### config.mk
export PLATFORM = sky130hd
export DESIGN_NAME = mr_ex
export DESIGN_NICKNAME = d
export VERILOG_FILES = /design/src/rtl/mr_pkg.sv /design/src/rtl/mr_alu.sv /design/src/rtl/mr_ex.sv
export SDC_FILE = /design/constraint.sdc
export NUM_CORES = 1
export LEC_CHECK = 0
export CELL_PAD_IN_SITES_DETAIL_PLACEMENT = 1
export CELL_PAD_IN_SITES_GLOBAL_PLACEMENT = 1
export CORE_ASPECT_RATIO = 1.75
export CORE_MARGIN = 1.5
export CORE_UTILIZATION = 39
export DETAILED_ROUTE_END_ITERATION = 10
export GPL_TIMING_DRIVEN = 0
export PLACE_DENSITY = 0.89
export SETUP_SLACK_MARGIN = 0.3
export SKIP_LAST_GASP = 1
export SLEW_MARGIN = 10
export SYNTH_ARGS = -nofsm -noshare
export SYNTH_HDL_FRONTEND = slang
export SYNTH_SLANG_ARGS = --single-unit
### constraint.sdc
create_clock -name clk -period 5 [get_ports clk]
set_input_delay 0.5 -clock clk [delete_from_list [all_inputs] [get_ports clk]]
set_output_delay 0.5 -clock clk [all_outputs]
set_load 0.02 [all_outputs]
### src/rtl/mr_pkg.sv
// Shared definitions for the mr core: operand widths, opcode constants and the
// operation encodings passed from decode to the execute stage.
package mr_pkg;

   localparam int XLEN        = 32;
   localparam int REGSEL_BITS = 5;
   localparam int ALU_OP_BITS = 4;
   localparam int BR_OP_BITS  = 3;
   localparam int MEM_OP_BITS = 2;
   localparam int MEM_SZ_BITS = 2;

   localparam logic [6:0] RV_OP_LOAD   = 7'b0000011;
   localparam logic [6:0] RV_OP_STORE  = 7'b0100011;
   localparam logic [6:0] RV_OP_BRANCH = 7'b1100011;
   localparam logic [6:0] RV_OP_JALR   = 7'b1100111;
   localparam logic [6:0] RV_OP_JAL    = 7'b1101111;
   localparam logic [6:0] RV_OP_IMM    = 7'b0010011;
   localparam logic [6:0] RV_OP_REG    = 7'b0110011;

   typedef enum logic [ALU_OP_BITS-1:0] {
      ALU_ADD, ALU_SUB, ALU_CMP_LT, ALU_CMP_LTU, ALU_XOR,
      ALU_OR, ALU_AND, ALU_SH_L, ALU_SH_RL, ALU_SH_RA
   } alu_op_t;

   typedef enum logic [BR_OP_BITS-1:0] {
      BROP_NEVER, BROP_ALWAYS, BROP_EQ, BROP_NE,
      BROP_LT, BROP_GE, BROP_LTU, BROP_GEU
   } br_op_t;

   typedef enum logic [MEM_OP_BITS-1:0] {
      MEMOP_NONE, MEMOP_LOAD, MEMOP_STORE
   } mem_op_t;

   typedef enum logic [MEM_SZ_BITS-1:0] {
      MEMSZ_1B, MEMSZ_2B, MEMSZ_4B
   } mem_sz_t;

   typedef enum logic [1:0] {
      IDLE, EXEC, MEM, MEM_DONE
   } ex_state_t;

   function automatic logic misaligned(input mem_sz_t sz, input logic [1:0] lo);
      case (sz)
         MEMSZ_1B: return 1'b0;
         MEMSZ_2B: return lo[0];
         default:  return lo != 2'b00;
      endcase
   endfunction

   // Pick the addressed byte/half out of the bus word and extend it.
   function automatic logic [XLEN-1:0] load_extract(input logic [XLEN-1:0] w,
                                                    input mem_sz_t sz,
                                                    input logic [1:0] lo,
                                                    input logic sgn);
      logic [XLEN-1:0] sh;
      sh = w >> {lo, 3'b000};
      case (sz)
         MEMSZ_1B: return {{(XLEN-8){sgn & sh[7]}}, sh[7:0]};
         MEMSZ_2B: return {{(XLEN-16){sgn & sh[15]}}, sh[15:0]};
         default:  return w;
      endcase
   endfunction

endpackage

### src/rtl/mr_alu.sv
// Combinational ALU plus branch-condition evaluation for the execute stage.
module mr_alu import mr_pkg::*; (
   input  logic [ALU_OP_BITS-1:0] op,
   input  logic [XLEN-1:0]        a,
   input  logic [XLEN-1:0]        b,
   input  logic [BR_OP_BITS-1:0]  br_op,
   input  logic [XLEN-1:0]        p1,
   input  logic [XLEN-1:0]        p2,
   output logic [XLEN-1:0]        res,
   output logic                   cond
);

   logic [4:0] shamt;
   assign shamt = b[4:0];

   always_comb begin
      res = '0;
      case (alu_op_t'(op))
         ALU_ADD:     res = a + b;
         ALU_SUB:     res = a - b;
         ALU_CMP_LT:  res = {{(XLEN-1){1'b0}}, $signed(a) < $signed(b)};
         ALU_CMP_LTU: res = {{(XLEN-1){1'b0}}, a < b};
         ALU_XOR:     res = a ^ b;
         ALU_OR:      res = a | b;
         ALU_AND:     res = a & b;
         ALU_SH_L:    res = a << shamt;
         ALU_SH_RL:   res = a >> shamt;
         ALU_SH_RA:   res = $unsigned($signed(a) >>> shamt);
         default:     res = '0;
      endcase
   end

   always_comb begin
      cond = 1'b0;
      case (br_op_t'(br_op))
         BROP_ALWAYS: cond = 1'b1;
         BROP_EQ:     cond = p1 == p2;
         BROP_NE:     cond = p1 != p2;
         BROP_LT:     cond = $signed(p1) < $signed(p2);
         BROP_GE:     cond = $signed(p1) >= $signed(p2);
         BROP_LTU:    cond = p1 < p2;
         BROP_GEU:    cond = p1 >= p2;
         default:     cond = 1'b0;
      endcase
   end

endmodule

### src/rtl/mr_ex.sv
// Execute/writeback stage: one op per handshake, ALU or branch or a single
// data-memory access, always retiring exactly one writeback per accepted op.
module mr_ex import mr_pkg::*; (
   input  logic                   clk,
   input  logic                   rst,
   input  logic                   alu_valid,
   output logic                   alu_ready,
   input  logic [XLEN-1:0]        alu_arg1,
   input  logic [XLEN-1:0]        alu_arg2,
   input  logic [REGSEL_BITS-1:0] alu_dst,
   input  logic [ALU_OP_BITS-1:0] alu_aluop,
   input  logic [BR_OP_BITS-1:0]  alu_br_op,
   input  logic [MEM_OP_BITS-1:0] alu_memop,
   input  logic [MEM_SZ_BITS-1:0] alu_size,
   input  logic                   alu_signed,
   input  logic [XLEN-1:0]        alu_payload,
   input  logic [XLEN-1:0]        alu_payload2,
   output logic                   wb_valid,
   output logic [REGSEL_BITS-1:0] wb_reg,
   output logic [XLEN-1:0]        wb_val,
   output logic                   jmp_done,
   output logic                   br_taken,
   output logic [XLEN-1:0]        br_target,
   output logic                   mem_req,
   output logic                   mem_we,
   output logic [XLEN-1:0]        mem_addr,
   output logic [XLEN-1:0]        mem_wdata,
   output logic [3:0]             mem_wstrb,
   input  logic                   mem_ack,
   input  logic [XLEN-1:0]        mem_rdata,
   output logic                   misalign_err
);

   ex_state_t       state;
   logic [XLEN-1:0] alu_res;
   logic            alu_cond;
   mem_op_t         mop_in;
   mem_sz_t         sz_in;
   logic            is_mem;
   logic            is_br;
   logic            is_mis;
   logic [XLEN-1:0] wdata_in;
   logic [3:0]      wstrb_in;
   logic [1:0]      ld_lo;
   mem_sz_t         ld_size;
   logic            ld_signed;
   logic            ld_load;

   mr_alu alu (
      .op    (alu_aluop),
      .a     (alu_arg1),
      .b     (alu_arg2),
      .br_op (alu_br_op),
      .p1    (alu_payload),
      .p2    (alu_payload2),
      .res   (alu_res),
      .cond  (alu_cond)
   );

   assign alu_ready = !rst && state == IDLE;
   assign mop_in    = mem_op_t'(alu_memop);
   assign sz_in     = mem_sz_t'(alu_size);
   assign is_mem    = mop_in != MEMOP_NONE;
   assign is_br     = !is_mem && br_op_t'(alu_br_op) != BROP_NEVER;
   assign is_mis    = is_mem && misaligned(sz_in, alu_res[1:0]);

   // Stores replicate the payload across all lanes; the strobe picks the live ones.
   always_comb begin
      wdata_in = alu_payload;
      wstrb_in = 4'b1111;
      case (sz_in)
         MEMSZ_1B: begin
            wdata_in = {4{alu_payload[7:0]}};
            wstrb_in = 4'b0001 << alu_res[1:0];
         end
         MEMSZ_2B: begin
            wdata_in = {2{alu_payload[15:0]}};
            wstrb_in = 4'b0011 << alu_res[1:0];
         end
         default: begin
            wdata_in = alu_payload;
            wstrb_in = 4'b1111;
         end
      endcase
   end

   always_ff @(posedge clk) begin
      if (rst) begin
         state        <= IDLE;
         wb_valid     <= 1'b0;
         wb_reg       <= '0;
         wb_val       <= '0;
         jmp_done     <= 1'b0;
         br_taken     <= 1'b0;
         br_target    <= '0;
         mem_req      <= 1'b0;
         mem_we       <= 1'b0;
         mem_addr     <= '0;
         mem_wdata    <= '0;
         mem_wstrb    <= 4'b0000;
         misalign_err <= 1'b0;
         ld_lo        <= 2'b00;
         ld_size      <= MEMSZ_1B;
         ld_signed    <= 1'b0;
         ld_load      <= 1'b0;
      end else begin
         wb_valid     <= 1'b0;
         jmp_done     <= 1'b0;
         br_taken     <= 1'b0;
         misalign_err <= 1'b0;
         case (state)
            IDLE: begin
               if (alu_valid) begin
                  wb_reg    <= alu_dst;
                  ld_lo     <= alu_res[1:0];
                  ld_size   <= sz_in;
                  ld_signed <= alu_signed;
                  ld_load   <= mop_in == MEMOP_LOAD;
                  if (is_mem && !is_mis) begin
                     mem_req   <= 1'b1;
                     mem_we    <= mop_in == MEMOP_STORE;
                     mem_addr  <= {alu_res[XLEN-1:2], 2'b00};
                     mem_wdata <= wdata_in;
                     mem_wstrb <= wstrb_in;
                     state     <= MEM;
                  end else begin
                     // Misaligned accesses retire like a plain op, with a zero result.
                     wb_valid     <= 1'b1;
                     misalign_err <= is_mis;
                     jmp_done     <= is_br;
                     br_taken     <= is_br && alu_cond;
                     br_target    <= {alu_res[XLEN-1:1], 1'b0};
                     if (is_mem)
                        wb_val <= '0;
                     else if (br_op_t'(alu_br_op) == BROP_ALWAYS)
                        wb_val <= alu_payload + XLEN'(4);
                     else
                        wb_val <= alu_res;
                     state <= EXEC;
                  end
               end
            end
            EXEC: state <= IDLE;
            MEM: begin
               if (mem_ack) begin
                  mem_req   <= 1'b0;
                  mem_we    <= 1'b0;
                  mem_wstrb <= 4'b0000;
                  wb_valid  <= 1'b1;
                  wb_val    <= ld_load ? load_extract(mem_rdata, ld_size, ld_lo, ld_signed) : '0;
                  state     <= MEM_DONE;
               end
            end
            MEM_DONE: state <= IDLE;
            default:  state <= IDLE;
         endcase
      end
   end

endmodule
==> summary.txt, run 1 <==
==============================================================================
Io pins .........................................................          325
Worst-case clock buffer depth ...................................            2
Top post-synthesis cells by count ............................... sky130_fd_sc_hd__nor2_1, sky130_fd_sc_hd__nand2_1, sky130_fd_sc_hd__a21oi_1, sky130_fd_sc_hd__o21ai_0, sky130_fd_sc_hd__dfxtp_1
Vias in the first global route ..................................       27,129
Final Wtd Congestion ............................................         1.17
Largest cells by area after synthesis ........................... sky130_fd_sc_hd__dfxtp_1, sky130_fd_sc_hd__ha_1, sky130_fd_sc_hd__mux4_2
Most instantiated flip-flop cell in the synthesis netlist ....... sky130_fd_sc_hd__dfxtp_1
Post-DP HPWL ....................................................    98,300 µm
Number of flip-flops and latches in the synthesized netlist .....          148
GRT Overall Usage ...............................................        60.6%
Clock tree root buffer cell ..................................... sky130_fd_sc_hd__clkbuf_16
Library cell with the highest instance count after synthesis .... sky130_fd_sc_hd__nor2_1
DP Worst Slack ..................................................     -2520 ps
Register area share after synthesis .............................        16.9%
Pin count of the biggest net entering global routing ............           17
Clk sinks .......................................................          148
Residual overflow from global routing ...........................           53
Leading area contributor after synthesis ........................ sky130_fd_sc_hd__dfxtp_1
Number of I/O port buffers ......................................          319
Synthesized instance count ......................................        2,349
Warning count from the yosys run ................................            0
Summed instance area of the synthesized netlist .................   17,500 µm²
Last stage reached .............................................. global routing (5_1_grt)
Synthesized area divided by synthesized cell count ..............     7.46 µm²
Post-synth EDFFs ................................................            0
Outcome ......................................................... aborted with a tool error
Die Wd ..........................................................       163 µm
Post-synthesis async set-or-reset flop share ....................           0%
Floorplan row count .............................................          102
Proportion of netlist area held by the largest area contributor .        16.9%
Number of buffers created by CTS ................................           17
H-tree levels ...................................................            4
Error ........................................................... [ERROR GRT-0116] Global routing finished with congestion. Check the congestion regions in the DRC Viewer.
Starting Density ................................................        39.5%
Die Span Y ......................................................       283 µm
Wire length of the first global-routing pass ....................   205,000 µm
Hold buffers post-CTS ...........................................            0
Distinct cell type count of the synthesized netlist .............          102
==============================================================================
## cells by family after synthesis
family                     Yosys count  share of synthesized area (%)
other                                1                         0.0214
DFF                                148                           16.9
muxes                              166                           14.2
adders and majority gates          132                           9.52
buffers and inverters              337                           8.10
AOI/OAI and AO/OA                  758                           29.2
xor gates and xnor gates            37                           1.85
and+or+nand+nor                    770                           20.2
## repair_timing
item,CTS
setup buffers,15
resized for setup,145
endpoints found under the setup margin,136
pin swaps,13
## routing by layer
metal	overflow	GRT usage, %
met1	0	55.9
met2	20	88.2
met3	1	31.2
met4	32	71.1
met5	0	0.433
## through the flow
stage                     hold slack, ps  cell area [µm²]  instances
after floorplan                      445            17500       2351
after detailed placement             457            21500       3244
after global placement               444            21400       3242
after CTS                            470            22600       3291
==> run 2, diff against run 1 <==
==> config.mk (replaced) <==
export PLATFORM = sky130hd
export DESIGN_NAME = mr_ex
export DESIGN_NICKNAME = d
export VERILOG_FILES = /design/src/rtl/mr_pkg.sv /design/src/rtl/mr_alu.sv /design/src/rtl/mr_ex.sv
export SDC_FILE = /design/constraint.sdc
export NUM_CORES = 1
export LEC_CHECK = 0
export CORE_MARGIN = 1.5
export CORE_UTILIZATION = 38
export DETAILED_ROUTE_END_ITERATION = 10
export GPL_TIMING_DRIVEN = 0
export PLACE_DENSITY_LB_ADDON = 0.15
export SKIP_LAST_GASP = 1
export SLEW_MARGIN = 10
export SYNTH_ARGS = -nofsm -noshare
export SYNTH_HDL_FRONTEND = slang
export SYNTH_SLANG_ARGS = --single-unit
==> summary.txt, run 2 <==
================================================================================
Outcome ........................................................... complete, but fails checks   was aborted with a tool error
Violated checks ................................................... setup timing
Drt pass-1 iters ..................................................            6
Slew headroom .....................................................        13.2%
Register area share after synthesis ...............................        16.9%   unchanged
Critical Setup Path Class .........................................    in -> reg
Starting Density ..................................................        38.6%   was 39.5%
Highest clock rate ................................................    0.192 GHz
Worst-skew pair later-pin latency .................................       480 ps
CTS tree ..........................................................        built
Startpoint types ..................................................    input pin
Start point of the worst hold path ................................          rst
Distinct cell type count of the synthesized netlist ...............          102   unchanged
Floorplan row count ...............................................           78   was 102
DRC marker count from the first detailed-route iteration ..........        3,164
Setup-failing EPs final ...........................................            3
Synthesized instance count ........................................        2,349   unchanged
Total Die Area ....................................................   47,400 µm²
Die Span Y ........................................................       218 µm   was 283 µm
Per-cell routed wire length .......................................      30.5 µm
IR drop worst, VDD ................................................     0.247 mV
Worst-case clock buffer depth .....................................            2   unchanged
Critical path's slowest cell ...................................... sky130_fd_sc_hd__a221oi_1
Pin count of the biggest net entering global routing ..............           17
Pwr per Cell Area .................................................   243 nW/µm²
Top post-synthesis cells by count ................................. sky130_fd_sc_hd__nor2_1, sky130_fd_sc_hd__nand2_1, sky130_fd_sc_hd__a21oi_1, sky130_fd_sc_hd__o21ai_0, sky130_fd_sc_hd__dfxtp_1   unchanged
Library cell with the highest instance count after synthesis ...... sky130_fd_sc_hd__nor2_1   unchanged
Arr. time, crit path ..............................................      5570 ps
Hold endpoint .....................................................     state[0]
Number of I/O port buffers ........................................          319   unchanged
Worst reg2reg startpoint ..........................................     ld_lo[0]
Ratio of routed vias to standard cells ............................         6.58
Final Wtd Congestion ..............................................         1.05   was 1.17
Leakage Power .....................................................   0.00874 µW
Number of buffers created by CTS ..................................           17   unchanged
Post-Route Setup TNS ..............................................      -517 ps
Io pins ...........................................................          325   unchanged
Wirelength, routed ................................................   101,000 µm
Largest registers ................................................. mem_wdata x32, wb_val x32, br_target x31
Overall Power .....................................................      5490 µW
Leading area contributor after synthesis .......................... sky130_fd_sc_hd__dfxtp_1   unchanged
Data required, critical path ......................................      5370 ps
ANT nets after route ..............................................            0
Endpoint of the lowest-slack register-to-register path ............   wb_val[27]
Shortest clock period the worst path allows after layout ..........      5210 ps
DP Worst Slack ....................................................     -2160 ps   was -2520 ps
Post-route setup slack ............................................      -208 ps
Most instantiated flip-flop cell in the synthesis netlist ......... sky130_fd_sc_hd__dfxtp_1   unchanged
Clk sinks .........................................................          148   unchanged
Via count .........................................................       21,817
Vias in the first global route ....................................       19,771
Core ar. ..........................................................   45,400 µm²
Number of antenna violations at the first check in global routing .            3
Wire length of the first global-routing pass ......................   142,000 µm
Post-route DRC violation count ....................................            0
Clock skew after layout ...........................................      8.51 ps
# nets final ......................................................        3,013
Final clock period utilization by the worst path ..................         104%
Max-capacitance violation count ...................................            0
Most frequent cells in the layout ................................. sky130_fd_sc_hd__clkdlybuf4s50_1, sky130_fd_sc_hd__nor2_1, sky130_fd_sc_hd__nand2_1
Area overhead of the layout relative to synthesis .................        28.7%
Reg2reg setup slack ...............................................      1830 ps
Die Wd ............................................................       218 µm   was 163 µm
Layout cell share with drive strength beyond 1 ....................        10.2%
Final Max Tran Viols ..............................................            0
Clk slew on worst S/H paths .......................................        70 ps
Summed instance area of the synthesized netlist ...................   17,500 µm²   unchanged
Post-synthesis async set-or-reset flop share ......................           0%   unchanged
Synthesized area divided by synthesized cell count ................     7.46 µm²   unchanged
Minimum hold slack ................................................       439 ps
CP endpoint kind ..................................................         flop
Proportion of netlist area held by the largest area contributor ...        16.9%   unchanged
Post-DP HPWL ......................................................    82,000 µm   was 98,300 µm
Setup repair after global routing missed its margin ...............          yes
CP peak stage delay ...............................................      1000 ps
Largest cells by area after synthesis ............................. sky130_fd_sc_hd__dfxtp_1, sky130_fd_sc_hd__ha_1, sky130_fd_sc_hd__mux4_2   unchanged
Most common cell after layout, fill and taps aside ................ sky130_fd_sc_hd__clkdlybuf4s50_1
Crit-path max FO ..................................................           10
Actual slew at the worst max-slew pin .............................      1290 ps
Clock tree root buffer cell ....................................... sky130_fd_sc_hd__clkbuf_16   unchanged
GRT Overall Usage .................................................        41.5%
Cell Chain, Critical Path ......................................... clkdlybuf4s50_1 > clkbuf_1 > buf_2 > buf_1 > clkbuf_1 > o22ai_1 > a221oi_1 > o21ai_0 > a21oi_1 > a21oi_1
Residual overflow from global routing .............................            0
Warning count from the yosys run ..................................            0   unchanged
H-tree levels .....................................................            4   unchanged
Final hold viol count .............................................            0
Worst min path class ..............................................    in -> reg
Reg2reg path depth ................................................           10
Post-synth EDFFs ..................................................            0   unchanged
Number of cells on the worst hold path ............................            2
Number of flip-flops and latches in the synthesized netlist .......          148   unchanged
================================================================================
-- run 2: cell counts after synthesis --
No cell type changed its count.
-- run 2: timing repair --
action	in CTS	in global routing
endpoints found under the setup margin	136	129
hold buffers	0	0
gates resized for setup	63	54
cloned	0	0
pin swaps	1	6
setup buffers	2	5
-- run 2: cell type report --
type | count | area (µm²)
tap | 600 | 751
multi-input combinational | 1866 | 13400
antenna | 2 | 5.00
inverter | 139 | 531
clock inverter | 15 | 194
clock buffer | 17 | 425
fill | 4562 | 22800
sequential | 148 | 2960
buffer | 196 | 957
timing repair buffer | 332 | 3290
-- run 2: where the power goes --
group          leakage [µW]  internal, µW  switching, µW
Clock              0.000302           759            615
Combinational       0.00722           999           1710
Sequential          0.00121          1320           91.7
Total               0.00874          3070           2410
-- run 2: cell families (layout without fill, tap and decap cells) --
logic type / after synthesis / after routing / share of synthesized area (%)
compound gates: 758 / 758 / 29.2
xor+xnor: 37 / 37 / 1.85
fa+ha+maj: 132 / 132 / 9.52
buf+inv: 337 / 699 / 8.10
flops: 148 / 148 / 16.9
mux: 166 / 166 / 14.2
other cells: 1 / 5 / 0.0214
simple gates: 770 / 770 / 20.2
-- run 2: critical path: cells and delay by family --
family / cells / cell delay [ps]
compound gates: 5 / 2280
buf+inv: 5 / 2780
-- run 2: per-layer routing --
| metal | part of all wire [%] | up-vias | global-route usage (%) |
|---|---|---|---|
| met4 | 5.4 | 2 | 20.2 |
| met5 | 0.014 | - | 0 |
| met3 | 11 | 263 | 8.79 |
| li1 | - | 9394 | - |
| met1 | 41 | 10584 | 55.8 |
| met2 | 43 | 1574 | 62.8 |
-- run 2: per-stage QoR --
stage | instance area, µm² | instances | utilization (%)
after global placement | 21500 | 3270 | 47.3
after detailed placement | 21500 | 3276 | 47.4
after floorplan | 17500 | 2351 | -
after CTS | 22400 | 3310 | 49.3
final | 22500 | 3315 | 49.7
after global routing | 22500 | 3313 | 49.6
-- run 2: worst max-delay path by stage --
stage                       startpoint            end  slack (ps)  cells after the start
after global placement     alu_arg2[2]      wb_val[4]       -2360                     13
final                     alu_aluop[0]     wb_val[12]        -210                     10
after global routing      alu_arg1[12]     wb_val[30]         -60                     14
after floorplan            alu_arg2[2]     wb_val[31]         840                     17
after CTS                  alu_arg2[0]  br_target[25]          20                     16
after detailed placement   alu_arg2[2]  mem_wdata[18]       -2160                     16
(Power assumes the default switching activity.)
==> run 3, diff against run 2 <==
--- a/config.mk
+++ b/config.mk
@@ -5,13 +5,17 @@
 export SDC_FILE = /design/constraint.sdc
 export NUM_CORES = 1
 export LEC_CHECK = 0
+export CELL_PAD_IN_SITES_DETAIL_PLACEMENT = 1
+export CELL_PAD_IN_SITES_GLOBAL_PLACEMENT = 1
 export CORE_MARGIN = 1.5
 export CORE_UTILIZATION = 38
 export DETAILED_ROUTE_END_ITERATION = 10
 export GPL_TIMING_DRIVEN = 0
+export HOLD_SLACK_MARGIN = 0.1
 export PLACE_DENSITY_LB_ADDON = 0.15
 export SKIP_LAST_GASP = 1
 export SLEW_MARGIN = 10
 export SYNTH_ARGS = -nofsm -noshare
 export SYNTH_HDL_FRONTEND = slang
 export SYNTH_SLANG_ARGS = --single-unit
+export TNS_END_PERCENT = 5
==> summary.txt, run 3 (synthesis results as in run 2) <==
================================================================================
Residual overflow from global routing .............................            0   unchanged
Arr. time, crit path ..............................................      5400 ps   was 5570 ps
Clock skew after layout ...........................................      12.9 ps   was 8.51 ps
Via count .........................................................       22,190   was 21,817
GR met2 Demand/Resource ...........................................        61.5%   was 62.8%
Max-capacitance violation count ...................................            0   unchanged
Cell Chain, Critical Path ......................................... clkdlybuf4s50_1 > buf_6 > buf_12 > buf_12 > buf_12 > buf_4 > buf_4 > buf_2 > buf_2 > mux4_2 > nand2_1 > nand3_1 > nand3_1 > o21ai_0 > a221oi_1 > buf_4 > nand2_1 > o211ai_1 > a31oi_1   was clkdlybuf4s50_1 > clkbuf_1 > buf_2 > buf_1 > clkbuf_1 > o22ai_1 > a221oi_1 > o21ai_0 > a21oi_1 > a21oi_1
Most common cell after layout, fill and taps aside ................ sky130_fd_sc_hd__clkdlybuf4s50_1   unchanged
Portion of total power attributed to combinational logic ..........        49.7%   was 49.3%
Worst-case clock buffer depth .....................................            2   unchanged
Slew headroom .....................................................        9.85%   was 13.2%
Clk slew on worst S/H paths .......................................        60 ps   was 70 ps
Critical Setup Path Class .........................................    in -> reg   unchanged
Io pins ...........................................................          325   unchanged
Drt pass-1 iters ..................................................            6   unchanged
Number of antenna violations at the first check in global routing .            5   was 3
Endpoint of the lowest-slack register-to-register path ............   wb_val[27]   unchanged
CP endpoint kind ..................................................         flop   unchanged
Start point of the worst hold path ................................ mem_wdata[30]   was rst
Final Wtd Congestion ..............................................         1.07   was 1.05
Worst-skew pair later-pin latency .................................       450 ps   was 480 ps
Portion of total power attributed to sequential cells .............        26.0%   was 25.7%
Leakage Power .....................................................   0.00873 µW   was 0.00874 µW
Post-DP HPWL ......................................................    83,300 µm   was 82,000 µm
Final clock period utilization by the worst path ..................         102%   was 104%
CP peak stage delay ...............................................       640 ps   was 1000 ps
Hold buffers post-CTS .............................................            0   unchanged
Clk sinks .........................................................          148   unchanged
Final Max Tran Viols ..............................................            0   unchanged
Pwr per Cell Area .................................................   244 nW/µm²   was 243 nW/µm²
Clock tree root buffer cell ....................................... sky130_fd_sc_hd__clkbuf_16   unchanged
Area after detailed placement .....................................   21,500 µm²   about the same
Die Span Y ........................................................       218 µm   unchanged
Critical path's slowest cell ...................................... sky130_fd_sc_hd__clkdlybuf4s50_1   was sky130_fd_sc_hd__a221oi_1
Switching part of the total power .................................        43.8%   was 44.0%
Number of I/O port buffers ........................................          319   unchanged
Layout Utilization ................................................        49.5%   was 49.7%
Reg2reg setup slack ...............................................      1510 ps   was 1830 ps
Worst reg2reg startpoint ..........................................     ld_lo[0]   unchanged
Layout Cell Area excl Fill ........................................   22,500 µm²   about the same
Wirelength, routed ................................................   104,000 µm   was 101,000 µm
Setup-failing EPs final ...........................................           11   was 3
Number of cells on the worst hold path ............................            2   unchanged
Per-cell routed wire length .......................................      31.4 µm   was 30.5 µm
Global-route track usage on met3 ..................................        10.9%   was 8.79%
Shortest clock period the worst path allows after layout ..........      5100 ps   was 5210 ps
Net switching power ...............................................      2400 µW   was 2410 µW
Starting Density ..................................................        38.6%   unchanged
H-tree levels .....................................................            4   unchanged
Layout cell share with drive strength beyond 1 ....................        9.80%   was 10.2%
ANT nets after route ..............................................            0   unchanged
Cells after DPL ...................................................        3,277   was 3,276
Filler instances ..................................................        5,657   was 4,562
Ratio of routed vias to standard cells ............................         6.69   was 6.58
Worst min path class ..............................................   reg -> reg   was in -> reg
Wire length of the first global-routing pass ......................   148,000 µm   was 142,000 µm
CTS tree ..........................................................        built   unchanged
Hold endpoint ..................................................... mem_wdata[30]   was state[0]
Actual slew at the worst max-slew pin .............................      1340 ps   was 1290 ps
Data required, critical path ......................................      5300 ps   was 5370 ps
Reg2reg path depth ................................................           10   unchanged
Area overhead of the layout relative to synthesis .................        28.2%   was 28.7%
Final hold viol count .............................................            0   unchanged
Largest registers ................................................. mem_wdata x32, wb_val x32, br_target x31   unchanged
Worst setup path start ............................................  alu_arg2[1]   was alu_aluop[0]
Post-route setup slack ............................................     -99.5 ps   was -208 ps
Floorplan row count ...............................................           78   unchanged
Setup repair after global routing missed its margin ...............          yes   unchanged
Met1 global-route usage ...........................................        60.1%   was 55.8%
Startpoint types ..................................................    input pin   unchanged
Crit-path max FO ..................................................           10   unchanged
Vias in the first global route ....................................       21,522   was 19,771
GRT Overall Usage .................................................        42.6%   was 41.5%
Post-Route Setup TNS ..............................................      -312 ps   was -517 ps
Filler-free cell count of the finished design .....................        3,317   was 3,315
Internal power of the cells .......................................      3080 µW   was 3070 µW
Violated checks ................................................... setup timing   unchanged
Pin count of the biggest net entering global routing ..............           20   was 17
DRC marker count from the first detailed-route iteration ..........        3,088   was 3,164
Number of buffers created by CTS ..................................           17   unchanged
Outcome ........................................................... complete, but fails checks   unchanged
IR drop worst, VDD ................................................     0.206 mV   was 0.247 mV
Core ar. ..........................................................   45,400 µm²   unchanged
Most frequent cells in the layout ................................. sky130_fd_sc_hd__clkdlybuf4s50_1, sky130_fd_sc_hd__nor2_1, sky130_fd_sc_hd__nand2_1   unchanged
Post-route DRC violation count ....................................            0   unchanged
Clock share of power ..............................................        24.4%   was 25.0%
# nets final ......................................................        3,013   unchanged
Most crowded layer after global routing ...........................         met2   unchanged
Die Wd ............................................................       218 µm   unchanged
Total Die Area ....................................................   47,400 µm²   unchanged
Highest clock rate ................................................    0.196 GHz   was 0.192 GHz
================================================================================
## run 3: cell count changes in the layout (fill, tap and decap cells not counted), moves of 3 or more
| cell | change |
|---|---|
| sky130_fd_sc_hd__dlymetal6s2s_1 | +5 |
| sky130_fd_sc_hd__clkbuf_1 | +3 |
| sky130_fd_sc_hd__clkdlybuf4s50_1 | -4 |
| sky130_fd_sc_hd__inv_8 | -3 |
| sky130_fd_sc_hd__buf_2 | -3 |
| sky130_fd_sc_hd__clkinvlp_4 | +3 |
## run 3: worst max-delay path: cells and delay by family
kind | cells | cell delay (ps)
buf+inv | 10 | 2930
compound gates | 4 | 1190
mux | 1 | 380
simple gates | 4 | 380
## run 3: how the worst max path moves through the flow
stage | end | slack (ps) | cells past startpoint
floorplan | wb_val[31] | 840 | 17
global placement | wb_val[17] | -2210 | 15
detailed placement | mem_wstrb[1] | -2270 | 16
CTS | br_target[16] | -130 | 17
global route | wb_val[30] | -140 | 16
finish | wb_val[6] | -100 | 19
## run 3: per-stage QoR
stage          total power [µW]  hold WS (ps)  setup slack [ps]
2_1_floorplan              2810           445               842
3_3_place_gp               3930           443             -2210
3_5_place_dp               4000           452             -2270
4_1_cts                    5340           464              -126
5_1_grt                    5640           491              -137
6_report                   5480           467             -99.5
## run 3: repair_timing
item | CTS | global route
gates resized for setup | 46 | 50
pin swaps | 2 | 7
setup buffers | 1 | 7
endpoints found under the setup margin | 136 | 132
## run 3: area by class of cell
cell class,count,area (µm²),share of cell area [%]
Buffer,194,923,4.11
Timing Repair Buffer,334,3320,14.8
Antenna cell,4,10.0,0.0446
Multi-Input combinational cell,1866,13400,59.5
Tap cell,600,751,3.34
Sequential cell,148,2960,13.2
Inverter,139,533,2.37
Clock inverter,12,145,0.646
Clock buffer,20,457,2.03
## run 3: metal layers
metal / part of all wire (%) / up-vias
li1: - / 9395
met1: 42 / 11076
met2: 42 / 1466
met3: 12 / 247
met4: 4.0 / 6
met5: 0.030 / -
## run 3: power by group through the flow
stage / clock network, µW / logic [µW] / registers, µW
3_3_place_gp: 0 / 2490 / 1440
6_report: 1330 / 2720 / 1420
5_1_grt: 1380 / 2830 / 1430
4_1_cts: 1330 / 2590 / 1420
3_5_place_dp: 0 / 2560 / 1440
2_1_floorplan: 0 / 1240 / 1560
